==> config.mk <==
export PLATFORM = sky130hd
export DESIGN_NAME = transmit
export DESIGN_NICKNAME = d
export VERILOG_FILES = /design/src/rtl/transmit_pkg.sv /design/src/rtl/transmit_serializer.sv /design/src/rtl/transmit.sv
export SDC_FILE = /design/constraint.sdc
export NUM_CORES = 1
export LEC_CHECK = 0
export CAP_MARGIN = 10
export CORE_UTILIZATION = 58
export DETAILED_ROUTE_END_ITERATION = 16
export HOLD_SLACK_MARGIN = 0.08
export PLACE_DENSITY = 0.79
export SLEW_MARGIN = 20
export SYNTH_ARGS = -nofsm -noshare
export SYNTH_HDL_FRONTEND = slang
export SYNTH_SLANG_ARGS = --single-unit
==> constraint.sdc <==
create_clock -name clkp -period 4.3 [get_ports clkp]
set_input_delay 0.43 -clock clkp [delete_from_list [all_inputs] [get_ports clkp]]
set_output_delay 0.43 -clock clkp [all_outputs]
set_load 0.01 [all_outputs]
==> src/rtl/transmit_pkg.sv <==
// Shared types and constants for the transmit photon-click report block.
// Frame length depends on TRANSMIT_PARITY_EN.
package transmit_pkg;

    typedef enum logic [1:0] {
        ST_IDLE      = 2'b00,
        ST_INIT      = 2'b01,
        ST_TRANSMIT  = 2'b10,
        ST_TERMINATE = 2'b11
    } state_t;

    localparam logic [1:0] INIT_NONE = 2'b00;
    localparam logic [1:0] INIT_BUSY = 2'b01;
    localparam logic [1:0] INIT_DONE = 2'b10;

`ifdef TRANSMIT_PARITY_EN
    localparam int FRAME_BITS = 11;
`else
    localparam int FRAME_BITS = 10;
`endif

endpackage

==> src/rtl/transmit_serializer.sv <==
// UART-style frame shifter: start 0, data LSB first, optional even parity
// (TRANSMIT_PARITY_EN), stop 1. done pulses the cycle after the stop bit.
module transmit_serializer
    import transmit_pkg::*;
#(
    parameter int BIT_CYCLES = 25
) (
    input  logic       clk,
    input  logic       rst,
    input  logic       load,
    input  logic [7:0] data,
    output logic       data_out,
    output logic       busy,
    output logic       done
);
    localparam int CW = (BIT_CYCLES > 1) ? $clog2(BIT_CYCLES) : 1;
    localparam int IW = $clog2(FRAME_BITS);

    logic [FRAME_BITS-1:0] frame_q, frame_ld;
    logic [CW-1:0]         cyc_q;
    logic [IW-1:0]         idx_q;
    logic                  bit_end, last_bit;

`ifdef TRANSMIT_PARITY_EN
    assign frame_ld = {1'b1, ^data, data, 1'b0};
`else
    assign frame_ld = {1'b1, data, 1'b0};
`endif

    assign bit_end  = (cyc_q == CW'(BIT_CYCLES - 1));
    assign last_bit = (idx_q == IW'(FRAME_BITS - 1));
    assign data_out = frame_q[0];

    // The frame register idles all-ones so the line rests high with no extra mux.
    always_ff @(posedge clk or posedge rst) begin
        if (rst) begin
            frame_q <= '1;
            cyc_q   <= '0;
            idx_q   <= '0;
            busy    <= 1'b0;
            done    <= 1'b0;
        end else begin
            done <= 1'b0;
            if (load) begin
                frame_q <= frame_ld;
                cyc_q   <= '0;
                idx_q   <= '0;
                busy    <= 1'b1;
            end else if (busy) begin
                if (bit_end) begin
                    cyc_q <= '0;
                    if (last_bit) begin
                        busy    <= 1'b0;
                        done    <= 1'b1;
                        frame_q <= '1;
                    end else begin
                        idx_q   <= idx_q + IW'(1);
                        frame_q <= {1'b1, frame_q[FRAME_BITS-1:1]};
                    end
                end else begin
                    cyc_q <= cyc_q + CW'(1);
                end
            end
        end
    end

endmodule

==> src/rtl/transmit.sv <==
// Photon-click acquisition: init delay, windowed click count, serial report,
// termination hold. Optional parity bit via TRANSMIT_PARITY_EN.
module transmit
    import transmit_pkg::*;
#(
    parameter int INIT_CYCLES   = 40000,
    parameter int WINDOW_CYCLES = 62500,
    parameter int BIT_CYCLES    = 25,
    parameter int TERM_CYCLES   = 2000
) (
    input  logic       clkp,
    input  logic       clkn,
    input  logic       reset,
    input  logic       clicks,
    input  logic       start,
    output logic [1:0] status,
    output logic [1:0] initialization_status,
    output logic       transmission_status,
    output logic       termination_status,
    output logic       ser_done,
    output logic       tim_done,
    output logic [7:0] counterr,
    output logic       data_out
);
    localparam int TMAX = (WINDOW_CYCLES > INIT_CYCLES)
                        ? ((WINDOW_CYCLES > TERM_CYCLES) ? WINDOW_CYCLES : TERM_CYCLES)
                        : ((INIT_CYCLES > TERM_CYCLES) ? INIT_CYCLES : TERM_CYCLES);
    localparam int TW = $clog2(TMAX + 1);

    state_t        state_q, state_d;
    logic [TW-1:0] tmr_q, tmr_d;
    logic          init_done_q, init_done_d;
    logic [7:0]    cnt_q, cnt_nxt;
    logic [2:0]    sync_q;
    logic          click_edge, count_phase, clr_cnt, ser_busy;

    // clkn only feeds the board-level differential buffer.
    logic unused_clkn;
    assign unused_clkn = clkn;

    assign click_edge  = sync_q[1] & ~sync_q[2];
    assign count_phase = (state_q == ST_TRANSMIT) && !ser_busy && !ser_done;
    assign cnt_nxt     = (click_edge && count_phase && cnt_q != 8'hFF) ? cnt_q + 8'd1 : cnt_q;

    always_comb begin
        state_d     = state_q;
        tmr_d       = tmr_q;
        init_done_d = init_done_q;
        clr_cnt     = 1'b0;
        tim_done    = 1'b0;
        case (state_q)
            ST_IDLE: if (start) begin
                state_d = ST_INIT;
                tmr_d   = '0;
                clr_cnt = 1'b1;
            end
            ST_INIT: if (tmr_q == TW'(INIT_CYCLES - 1)) begin
                state_d     = ST_TRANSMIT;
                tmr_d       = '0;
                init_done_d = 1'b1;
            end else begin
                tmr_d = tmr_q + TW'(1);
            end
            ST_TRANSMIT: if (ser_done) begin
                state_d = ST_TERMINATE;
                tmr_d   = '0;
            end else if (count_phase) begin
                if (tmr_q == TW'(WINDOW_CYCLES - 1)) begin
                    tim_done = 1'b1;
                    tmr_d    = '0;
                end else begin
                    tmr_d = tmr_q + TW'(1);
                end
            end
            ST_TERMINATE: if (tmr_q == TW'(TERM_CYCLES - 1)) begin
                tmr_d = '0;
                if (start) begin
                    state_d = ST_INIT;
                    clr_cnt = 1'b1;
                end else begin
                    state_d = ST_IDLE;
                end
            end else begin
                tmr_d = tmr_q + TW'(1);
            end
            default: state_d = ST_IDLE;
        endcase
    end

    always_ff @(posedge clkp or posedge reset) begin
        if (reset) begin
            state_q     <= ST_IDLE;
            tmr_q       <= '0;
            init_done_q <= 1'b0;
            cnt_q       <= '0;
            sync_q      <= '0;
        end else begin
            state_q     <= state_d;
            tmr_q       <= tmr_d;
            init_done_q <= init_done_d;
            sync_q      <= {sync_q[1:0], clicks};
            cnt_q       <= clr_cnt ? 8'd0 : cnt_nxt;
        end
    end

    // cnt_nxt is loaded so an edge on the last window clock still makes the frame.
    transmit_serializer #(.BIT_CYCLES(BIT_CYCLES)) u_ser (
        .clk      (clkp),
        .rst      (reset),
        .load     (tim_done),
        .data     (cnt_nxt),
        .data_out (data_out),
        .busy     (ser_busy),
        .done     (ser_done)
    );

    assign status                = state_q;
    assign initialization_status = init_done_q ? INIT_DONE
                                 : (state_q == ST_INIT) ? INIT_BUSY : INIT_NONE;
    assign transmission_status   = (state_q == ST_TRANSMIT);
    assign termination_status    = (state_q == ST_TERMINATE);
    assign counterr              = cnt_q;

endmodule

# Yosys cells after proc, flatten, opt, wreduce, memory -nomap -nowiden
# Index checks and enable logic that the tools add are counted.
# classes
add_sub_neg	4
n_eq_ne	15
mux	43
n_bitwise	2
reduce_logical	14
# op_table
cell	count
$mux W16	6
$pmux W16 S4	1
$eq A16 B16 Y1 const B	2
$mux W10	3
$add A16 B1 Y16 const B	1
$eq A16 B11 Y1 const B	1
$mux W1	16
$mux W4	4
$mux W8	2
$mux W5	3
$mux W2	5
$mux W9	1
$add A8 B1 Y8 const B	1
$ne A8 B8 Y1 const B	1
$pmux W2 S4	1
$ne A2 B2 Y1 const B	3
$reduce_and A2 Y1	3
$add A5 B1 Y5 const B	1
$eq A5 B5 Y1 const B	1
$add A4 B1 Y4 const B	1
$eq A2 B2 Y1 const B	2
$eq A4 B4 Y1 const B	1
$logic_and A1 B1 Y1	4
$ne A2 B1 Y1 const B	2
other kinds (10)	12
# word_totals
ff_bits	51
output_inout_bits	17
wordCells	88

# Logic depth before layout (Yosys ltp)
# depth
ltp_word	8
depth_mapped	10
ltp_nobuf	7

# Modules after synthesis
# From an unflattened synthesis, not the netlist that was laid out.
# unflattened
cells_unflattened	280
hier_area_um2	2866.5
# by_module_without_submodules
module	n_inst	cells_per_inst	area_per_inst_um2	seq_area_each_um2
transmit	1	173	1735.4	750.7
transmit_serializer	1	107	1131.1	511.7

# Worst setup path after synthesis
# Ideal clock, no wire load.
# synth_path
path_kind	register to register
start	reg tmr_q[6]
end	reg state_q[1], in the netlist status[1]
setup_time_ns	0.125
t_arrival_ns	1.953
required_time_ns	4.175
setup_slack_ns	2.223
path_stages_with_launch	6
path_buffers	0
period_less_slack_ns	2.077
path_cell_list	dfrtp_1 or4b_4 nand4b_4 a22o_4 nor3_4 mux2_2
# synth_between
elab_chain_cells	3
word_cells_on_any_way	5
cone_classes	4 x eq/ne; 1 x reduce/logical
# synth_rtl
element	line	text
start, declared	transmit.sv:31	logic [TW-1:0] tmr_q, tmr_d;
start signal, assigned	transmit.sv:99	tmr_q <= tmr_d;
$eq A16 B16 Y1 or $eq A16 B11 Y1 (tied branches)	transmit.sv:57, transmit.sv:75	
$ne A2 B2 Y1 (no source line) or $ne A2 B1 Y1 (tied branches)	-	
$reduce_and A4 Y1 (no source line) (*)	-	
end signal, assigned	transmit.sv:98	state_q <= state_d;
end, declared	transmit.sv:30	state_t state_q, state_d;
# Every way passes the cells marked *; elsewhere a longest branch is shown, timed or not.
# A chain may end at the register's enable or synchronous reset.

# Final worst setup path
# layout_path
start	reg state_q[0], in the netlist status[0]
end	out tim_done
# layout_between
elab_chain_cells	6
# layout_rtl
element	line	text
$eq A2 B2 Y1 (*)	transmit.sv:42, transmit.sv:51	
$logic_and A1 B1 Y1 (2 in series)	transmit.sv:42	assign count_phase = (state_q == ST_TRANSMIT) && !ser_busy && !ser_done;
$mux W1	transmit.sv:67	end else if (count_phase) begin
$mux W1	transmit.sv:64	ST_TRANSMIT: if (ser_done) begin
$mux W1 (*)	transmit.sv:51	case (state_q)
end, declared	transmit.sv:21	output logic tim_done,
# Marks and branches as above.

==> metrics.cfg <==
[clock_tree]
clk_pin_slew_ns = 0.09
post_cts_buffers = 0
cts_buffers = 5
holdBufCountCts = 0
clock-sinks = 50
cts_resized = 0
cts-root-buf = clkbuf_8
clock_latency_ns = 0.30
clockBufferDepth = 2
cts_tree = done
htreeDepth = 2

[layout]
fin_area_sq_um = 3124
syn_to_final_growth_pct = 11.37
fillCellCount = 377
nets = 325
insertedDiodeCount = 0
drive_above_1_share_pct = 9.032

[sta]
slew_headroom_pct = 43.79
finalCritPeriodShare_pct = 68.62
finalMaxSlewViolations = 0
finalClockSkew_ns = 0.002841
fin_ws_ns = 1.349
final_hold_viol_count = 0
worst_pin_slew_ns = 0.8421
setup_viol = 0
fmaxAchievable_mhz = 338.9
finalCriticalPeriod_ns = 2.951
grt_setup_unrepaired = no
whs_ns = 0.3563
finalSetupTns_ns = 0

[global_route]
grt_pass1_vias = 1966
gr-total-overflow = 0
grt_max_degree = 51
grt_usage_pct = 23.43
grt_pass1_wl_um = 9349
antenna_found_initial = 0

[logic_synthesis]
syn-instance-count = 296
syn_area_sq_um = 2805
ys_types = 54
synth_edf_count = 0
yosys_warnings = 0
async_reset_ff_share_pct = 100.0
synth_fp_nets = 312
syn_area_per_cell_sq_um = 9.477
synth-seq-cells = 50
synth-main-ff-cell = dfrtp_1
seq_area_frac_synth_pct = 45.00

[floorplan]
die_h_um = 71.55
die_width_um = 71.55
num_io_pins = 22
row_count = 24
die_area_sq_um = 5119
start_util_pct = 62.28
core-area_sq_um = 4504

[power]
switching_power_uw = 500.0
p_comb_share_pct = 36.0
p_seq_share_pct = 40.5
internal-power_uw = 943.6
power.density_nw_per_um2 = 462.1
switching_share_pct = 34.63
clkPwrFrac_pct = 23.5
peakVddDrop_mv = 0.2867
p_leak_uw = 0.001267

[worst_setup_path]
crit_path_max_incr_delay_ns = 0.61
cp-start-kind = register
required_ns = 3.87
crit_path_end_kind = output port
cp.arrival_ns = 2.52
crit_family = simple AND/OR/NAND/NOR gates
slowest_stage = nor3b_1
worst-setup-path-type = reg -> out
crit_path_max_fanout = 6
path_cells = inv_1, ha_1, nor3b_1, and3_1, clkdlybuf4s50_1
path_buf_inv = 2

[routing]
vias_per_cell = 5.959
routed_wl_um = 5365
antenna_left = 0
drc = 0
routedWlPerCell_um = 14.82
first_pass_iters = 4
vias = 2157
drt_iter0_markers = 173

[placed_design]
io_buffers = 20
placed_area_sq_um = 3007
preCtsSetupSlack_ns = 1.601
routabilityCongestion = 0.8558
dp_hpwl_um = 3709

[status]
status = complete, no violations

[job]
cap_violations = 0

[worst_hold_path]
min_path_type = reg -> reg

==> path summary, 6_finish.rpt <==
kind / cells after the start / slack (ns) / endpoint / start
min in group asynchronous: 2 / 0.60 / init_done_q$_DFFE_PP0P_ / reset
min reg2reg: 0 / 0.36 / sync_q[1]$_DFF_PP0_ / sync_q[0]$_DFF_PP0_
max reg2reg: 5 / 1.88 / tmr_q[4]$_DFFE_PP0P_ / tmr_q[4]$_DFFE_PP0P_
max: 5 / 1.35 / tim_done / status[0]$_DFFE_PP0P_
max in group asynchronous: 2 / 3.21 / counterr[1]$_DFF_PP0_ / reset
min: 0 / 0.36 / sync_q[1]$_DFF_PP0_ / sync_q[0]$_DFF_PP0_
==> power groups by stage <==
stage	logic (uW)	registers [uW]	clock network (uW)
after floorplan	334	600	0
after global placement	511	591	0
after detailed placement	521	593	0
after CTS	523	585	345
after global routing	570	595	364
final	519	585	340
==> area by class of cell <==
class / count / area [sq um] / area share (%)
Tap cell: 52 / 65.06 / 2.082
Clock buffer: 7 / 86.33 / 2.763
Clock inverter: 1 / 30.03 / 0.9612
Multi-Input combinational cell: 219 / 1430 / 45.77
Inverter: 13 / 50.05 / 1.602
Sequential cell: 50 / 1262 / 40.41
Timing Repair Buffer: 20 / 200.2 / 6.408
==> placed cells by master, fill, tap and decap left out, drive strengths merged, types with 6 or more instances in the layout <==
cell and count:
a21oi 14, clkbuf 7, clkdlybuf4s50 20, dfrtp 41
dfstp 9, ha 11, inv 12, nand2 30
nand3 12, nor2 34, nor3 12, o211ai 11
o21ai 17, xnor2 13, xor2 6
==> flip-flops by register name, indices dropped and copies added (netlist names) <==
signal and count:
counterr 8, init_done_q 1, status 2, sync_q 3, tmr_q 16, u_ser.busy 1
u_ser.cyc_q 5, u_ser.done 1, u_ser.frame_q 9, u_ser.idx_q 4
==> cells by family (layout without fill, tap and decap cells) <==
| kind of cell | Yosys count | after routing | synth area share, % |
|---|---|---|---|
| and+or+nand+nor | 131 | 131 | 25.60 |
| AOI/OAI and AO/OA | 54 | 54 | 13.07 |
| DFF | 50 | 50 | 45.00 |
| buffers and inverters | 27 | 41 | 4.014 |
| xor gates and xnor gates | 19 | 19 | 5.932 |
| adders and majority gates | 11 | 11 | 4.906 |
| muxes | 4 | 4 | 1.472 |
==> routing by layer <==
metal	part of all wire [%]	track usage [%]
met5	0	0
met2	45	36.30
met4	0.54	5.011
met1	49	34.64
met3	5.1	4.641
==> Yosys cell counts (3+ instances only) <==
cell type	count	area, sq um
and3_1	4	25.02
nand3_1	12	60.06
o211ai_1	11	82.58
dfstp_2	9	236.5
nor3_1	11	55.05
o21ai_0	9	45.04
xor2_1	6	52.55
nor2_1	34	127.6
a21oi_1	14	70.07
inv_1	13	48.80
ha_1	11	137.6
nand4b_1	3	26.28
nand2b_1	3	18.77
and2_1	4	25.02
buf_2	3	15.01
clkbuf_1	8	30.03
o21ai_1	7	35.03
nand2_1	30	112.6
dfrtp_1	41	1026
xnor2_1	13	113.9
mux2i_1	3	30.03
nor2b_1	4	25.02
nand4_1	4	25.02
==> per-stage QoR <==
step / util (%) / total power (uW) / instances
after floorplan: - / 934.1 / 296
after global placement: 66.75 / 1103 / 354
after detailed placement: 66.75 / 1115 / 354
after CTS: 69.33 / 1453 / 362
after global routing: 69.36 / 1528 / 362
final: 69.36 / 1444 / 362
(Power assumes the default switching activity.)
